--- config.mk ---
export PLATFORM = sky130hd
export DESIGN_NAME = add_64bit_serial
export DESIGN_NICKNAME = d
export VERILOG_FILES = /design/src/rtl/add_64bit_serial.sv
export SDC_FILE = /design/constraint.sdc
export NUM_CORES = 1
export LEC_CHECK = 0
export CAP_MARGIN = 20
export CORE_UTILIZATION = 30
export CTS_BUF_LIST = sky130_fd_sc_hd__clkbuf_4 sky130_fd_sc_hd__clkbuf_8
export DETAILED_ROUTE_END_ITERATION = 10
export PLACE_DENSITY_LB_ADDON = 0.1
export SLEW_MARGIN = 20
export SYNTH_ARGS = -nofsm -noshare
export SYNTH_HDL_FRONTEND = slang
export SYNTH_SLANG_ARGS = --single-unit
--- constraint.sdc ---
create_clock -name clk -period 4.03 [get_ports clk]
set_input_delay 0.806 -clock clk [delete_from_list [all_inputs] [get_ports clk]]
set_output_delay 0.806 -clock clk [all_outputs]
set_load 0.02 [all_outputs]
--- src/rtl/add_64bit_serial.sv ---
// add_64bit_serial: digit-serial 64-bit adder, DIGIT bits per cycle, with carry-out and signed overflow.
// Define ADD_SERIAL_CC_EN to add registered zero (zf) and sign (sf) flags.
module add_64bit_serial #(
   parameter int DIGIT = 8
) (
   input  logic        clk,
   input  logic        rst,
   input  logic        start,
   input  logic [63:0] a,
   input  logic [63:0] b,
   output logic        busy,
   output logic        done,
   output logic [63:0] sum,
   output logic        cout,
   output logic        overflow
`ifdef ADD_SERIAL_CC_EN
   ,
   output logic        zf,
   output logic        sf
`endif
);
   localparam int NDIG = 64 / DIGIT;
   localparam int CW = NDIG > 1 ? $clog2(NDIG) : 1;
   if (DIGIT != 1 && DIGIT != 2 && DIGIT != 4 && DIGIT != 8 && DIGIT != 16 && DIGIT != 32 && DIGIT != 64) begin : g_bad_digit
      $error("add_64bit_serial: DIGIT must be a power of two from 1 to 64");
   end
   typedef enum logic [1:0] {IDLE, RUN, DONE} state_t;
   state_t          st;
   logic [CW-1:0]   cnt;
   logic [63:0]     la, lb;
   logic            carry;
   logic [DIGIT-1:0] da, db, dsum;
   logic            dc;
   logic            last;
   always_comb begin
      da = la[cnt*DIGIT +: DIGIT];
      db = lb[cnt*DIGIT +: DIGIT];
      {dc, dsum} = {1'b0, da} + {1'b0, db} + {{DIGIT{1'b0}}, carry};
      last = cnt == CW'(NDIG - 1);
   end
`ifdef ADD_SERIAL_CC_EN
   // nz accumulates "some digit so far was nonzero" so zf never needs a wide compare
   logic nz;
`endif
   always_ff @(posedge clk) begin
      if (rst) begin
         st       <= IDLE;
         busy     <= 1'b0;
         done     <= 1'b0;
         sum      <= '0;
         cout     <= 1'b0;
         overflow <= 1'b0;
         cnt      <= '0;
         carry    <= 1'b0;
         la       <= '0;
         lb       <= '0;
`ifdef ADD_SERIAL_CC_EN
         nz       <= 1'b0;
         zf       <= 1'b0;
         sf       <= 1'b0;
`endif
      end else begin
         done <= 1'b0;
         if (st == RUN) begin
            sum[cnt*DIGIT +: DIGIT] <= dsum;
            carry <= dc;
            cnt   <= cnt + CW'(1);
`ifdef ADD_SERIAL_CC_EN
            nz    <= nz | (|dsum);
`endif
            if (last) begin
               st       <= DONE;
               busy     <= 1'b0;
               done     <= 1'b1;
               cout     <= dc;
               overflow <= (la[63] == lb[63]) && (dsum[DIGIT-1] != la[63]);
`ifdef ADD_SERIAL_CC_EN
               zf       <= ~(nz | (|dsum));
               sf       <= dsum[DIGIT-1];
`endif
            end
         end else if (start) begin
            st    <= RUN;
            busy  <= 1'b1;
            la    <= a;
            lb    <= b;
            carry <= 1'b0;
            cnt   <= '0;
            sum   <= '0;
`ifdef ADD_SERIAL_CC_EN
            nz    <= 1'b0;
`endif
         end else begin
            st <= IDLE;
         end
      end
   end
endmodule
==> results of run 1 <==
## power by group through the flow
stage / clock network (mW) / registers, mW / logic, mW
3_3_place_gp: 0 / 2.18 / 0.590
3_5_place_dp: 0 / 2.18 / 0.594
4_1_cts: 2.06 / 2.14 / 0.595
6_report: 2.00 / 2.13 / 0.589
2_1_floorplan: 0 / 2.15 / 0.332
5_1_grt: 2.15 / 2.14 / 0.646
## cell usage after synthesis (2+ instances only)
master	instances	share of area [%]
nand2_1	319	14
dfxtp_1	202	47
a21oi_1	151	8.9
nor2_1	59	2.6
clkbuf_1	54	2.4
a22oi_1	36	3.2
mux4_2	32	8.5
buf_2	18	1.1
nand3_1	16	0.94
ha_1	14	2.1
and2_1	8	0.59
nand2b_1	8	0.59
o21ai_1	8	0.47
nand3b_1	7	0.62
nor3_1	7	0.41
a32oi_1	6	0.62
inv_1	6	0.26
and3_1	5	0.37
a211oi_1	3	0.26
a21o_1	3	0.26
a21oi_2	3	0.31
buf_1	3	0.13
nor2b_1	3	0.22
xnor2_1	3	0.31
buf_6	2	0.26
fa_1	2	0.47
o31ai_1	2	0.18
or3_1	2	0.15
## critical path, stage by stage (launching register included)
cell	delay, ns
dfxtp_2	0.80
mux4_2	0.59
nand2_1	0.09
nand2_1	0.09
fa_1	0.44
inv_1	0.09
fa_1	0.20
nor2b_1	0.07
o21a_1	0.18
or3_1	0.53
a32oi_1	0.29
nor2_1	0.05
## through the flow
| stage | instances | setup WS (ns) | cell area, um^2 | total power, mW | util, % |
|---|---|---|---|---|---|
| floorplan | 1005 | 0.642 | 8520 | 2.48 | - |
| global placement | 1524 | 0.336 | 10800 | 2.77 | 38.9 |
| detailed placement | 1524 | 0.245 | 10800 | 2.77 | 38.9 |
| CTS | 1584 | 0.227 | 11600 | 4.79 | 41.6 |
| global route | 1584 | 0.196 | 11600 | 4.94 | 41.6 |
| finish | 1584 | 0.461 | 11600 | 4.72 | 41.6 |
## cells by family (layout without fill, tap and decap cells)
family,Yosys count,count (layout)
compound gates,224,224
xor+xnor,4,4
fa+ha+maj,16,16
buf+inv,85,286
simple gates,442,442
flops,202,202
mux,32,32
## worst max-delay path by stage
stage | start | end | slack, ns | cells after the start
after global placement | cnt[0] | sum[45] | 0.34 | 10
after floorplan | cnt[0] | sum[38] | 0.64 | 13
after global routing | cnt[0] | sum[61] | 0.20 | 10
after detailed placement | cnt[0] | sum[45] | 0.25 | 10
after CTS | cnt[0] | sum[45] | 0.23 | 10
final | cnt[0] | sum[44] | 0.46 | 11
## repair_timing
item                                   CTS  global route
resized for setup                        0             1
setup endpoints to repair                0             3
hold buffers                             0             0
endpoints found under the hold margin    0             0
## sequential cells by signal (all words and copies together), names as in the netlist
register / cells
done: 1
sum: 64
carry: 1
cout: 1
busy: 1
la: 64
lb: 64
cnt: 3
st: 2
overflow: 1
## area by class of cell
class                      instances  area (um^2)  share of cell area, %
sequential                       202         4050                   34.9
inverter                           7         26.3                  0.226
clock inverter                     2         37.5                  0.324
tap                              378          473                   4.08
timing repair buffer             219         2170                   18.7
multi-input combinational        718         4140                   35.7
clock buffer                      58          717                   6.18
## layer usage
metal,global-route usage [%],vias to the layer above
met2,31.2,185
met3,3.33,29
met5,0,-
li1,-,3785
met4,4.62,0
met1,24.5,3585
==> results.cfg, run 1 <==
[grt]
grtUsageTotal_pct = 18.5
grt_max_degree = 101
grt_pass1_wl_mm = 41.6
grt_overflow_total = 0
grt_pass1_vias = 7419
antenna_found_initial = 0

[cts]
post_cts_buffers = 0
clock_latency_ns = 0.52
cts_max_path_buffers = 3
cts_sinks = 202
cts_tree = yes
path_clk_slew_ns = 0.06
cts_buffers = 37
cts_root_buffer = clkbuf_8
cts_max_level = 2

[floorplan]
ios = 199
rows = 61
coreArea_um2 = 27900
die_w_um = 171
dieHeight_um = 171
dieArea_um2 = 29100
initial_core_util_pct = 30.6

[critical_path]
cp_max_fo = 21
cp.required_ns = 4.42
crit_type = flop to flop
r2r_slack_ns = 0.46
cp.arrival_ns = 3.96
r2r_cells = 11
crit_path_start_kind = flop
rr_startpoint = cnt[0]
rr_endpoint = sum[44]
crit_path_end_kind = flop

[synth]
yosysUniqueCellTypes = 51
syn_nets = 1152
synthMuxAreaShare_pct = 8.46
yosys.area_share.simple_pct = 21.5
synth_top_family_by_area = simple AND/OR/NAND/NOR gates
synth_warnings = 0
ys.flop_type = dfxtp_1
synth-seq-area-share_pct = 47.5
avgSynthCellArea_um2 = 8.48
synth_compound_area_share_pct = 15.4
synth_xor_area_share_pct = 0.411
ys_seq_elements = 202
synth_edf_count = 0
synth_fa_ha_area_share_pct = 2.53
syn_inst = 1005
synthArstFlopShare_pct = 0
syn-cell-area_um2 = 8520

[power_and_ir_drop]
vdd_drop_max_mv = 0.147
pwr-share-seq_pct = 45.2
intPower_mw = 3.53
comb_power_share_pct = 12.5
switching_share_pct = 25.3
p_switching_mw = 1.19
leakage_nw = 4.25
p_clk_share_pct = 42.3
p_per_area_nw_per_um2 = 407

[sta]
finalSetupTns_ns = 0
hold-worst-slack_ns = 0.452
worst_pin_slew_ns = 0.872
hold_viol = 0
max_freq_ghz = 0.280
timing.final.crit_share_pct = 88.6
relSlewSlack_pct = 41.5
fin_crit_ns = 3.57
setup_viol = 0
drv_slew = 0
rsz0062_at_grt = no
fin_skew_ns = 0.0206

[detailed_routing]
top_layer_used = met4
drtIter0Drc = 414
wl_per_cell_um = 17.0
wl_met3_mm = 1.19
wl_met2_mm = 13.1
drc_errors = 0
dr.pass1.iters = 6
drt-met1-wl_mm = 12.3
postRouteAntennaNets = 0
vias_per_cell = 4.79
routed_wl_mm = 26.9
route.vias.total = 7584

[hold_path]
hold_class = flop to flop
min_path_cells = 2
worstHoldStart = la[21]
hold_end = la[21]

[placed_design]
io_buffers = 198
gp_congestion = 0.772
hpwl_mm = 19.1

[final_layout]
fillerInstances = 2822
drive_above_1_share_pct = 10.6
final_nets = 1332
diodes = 0
area_delta_synth_final_pct = 36.2
mostFrequentLayoutCell = nand2_1
layout_common_cells = nand2_1, dfxtp_1, clkdlybuf4s50_1

[outcome]
outcome = finished clean

[job]
cap_violations = 0
No activity file was read; power rests on OpenSTA's default activity.
==> inputs of run 2 (changes only) <==
--- a/config.mk
+++ b/config.mk
@@ -9,6 +9,7 @@
 export CORE_UTILIZATION = 30
 export CTS_BUF_LIST = sky130_fd_sc_hd__clkbuf_4 sky130_fd_sc_hd__clkbuf_8
 export DETAILED_ROUTE_END_ITERATION = 10
+export HOLD_SLACK_MARGIN = 0.02
 export PLACE_DENSITY_LB_ADDON = 0.1
 export SLEW_MARGIN = 20
 export SYNTH_ARGS = -nofsm -noshare
==> results of run 2 <==
Final layout, timing and power as in run 1 (identical DEF).
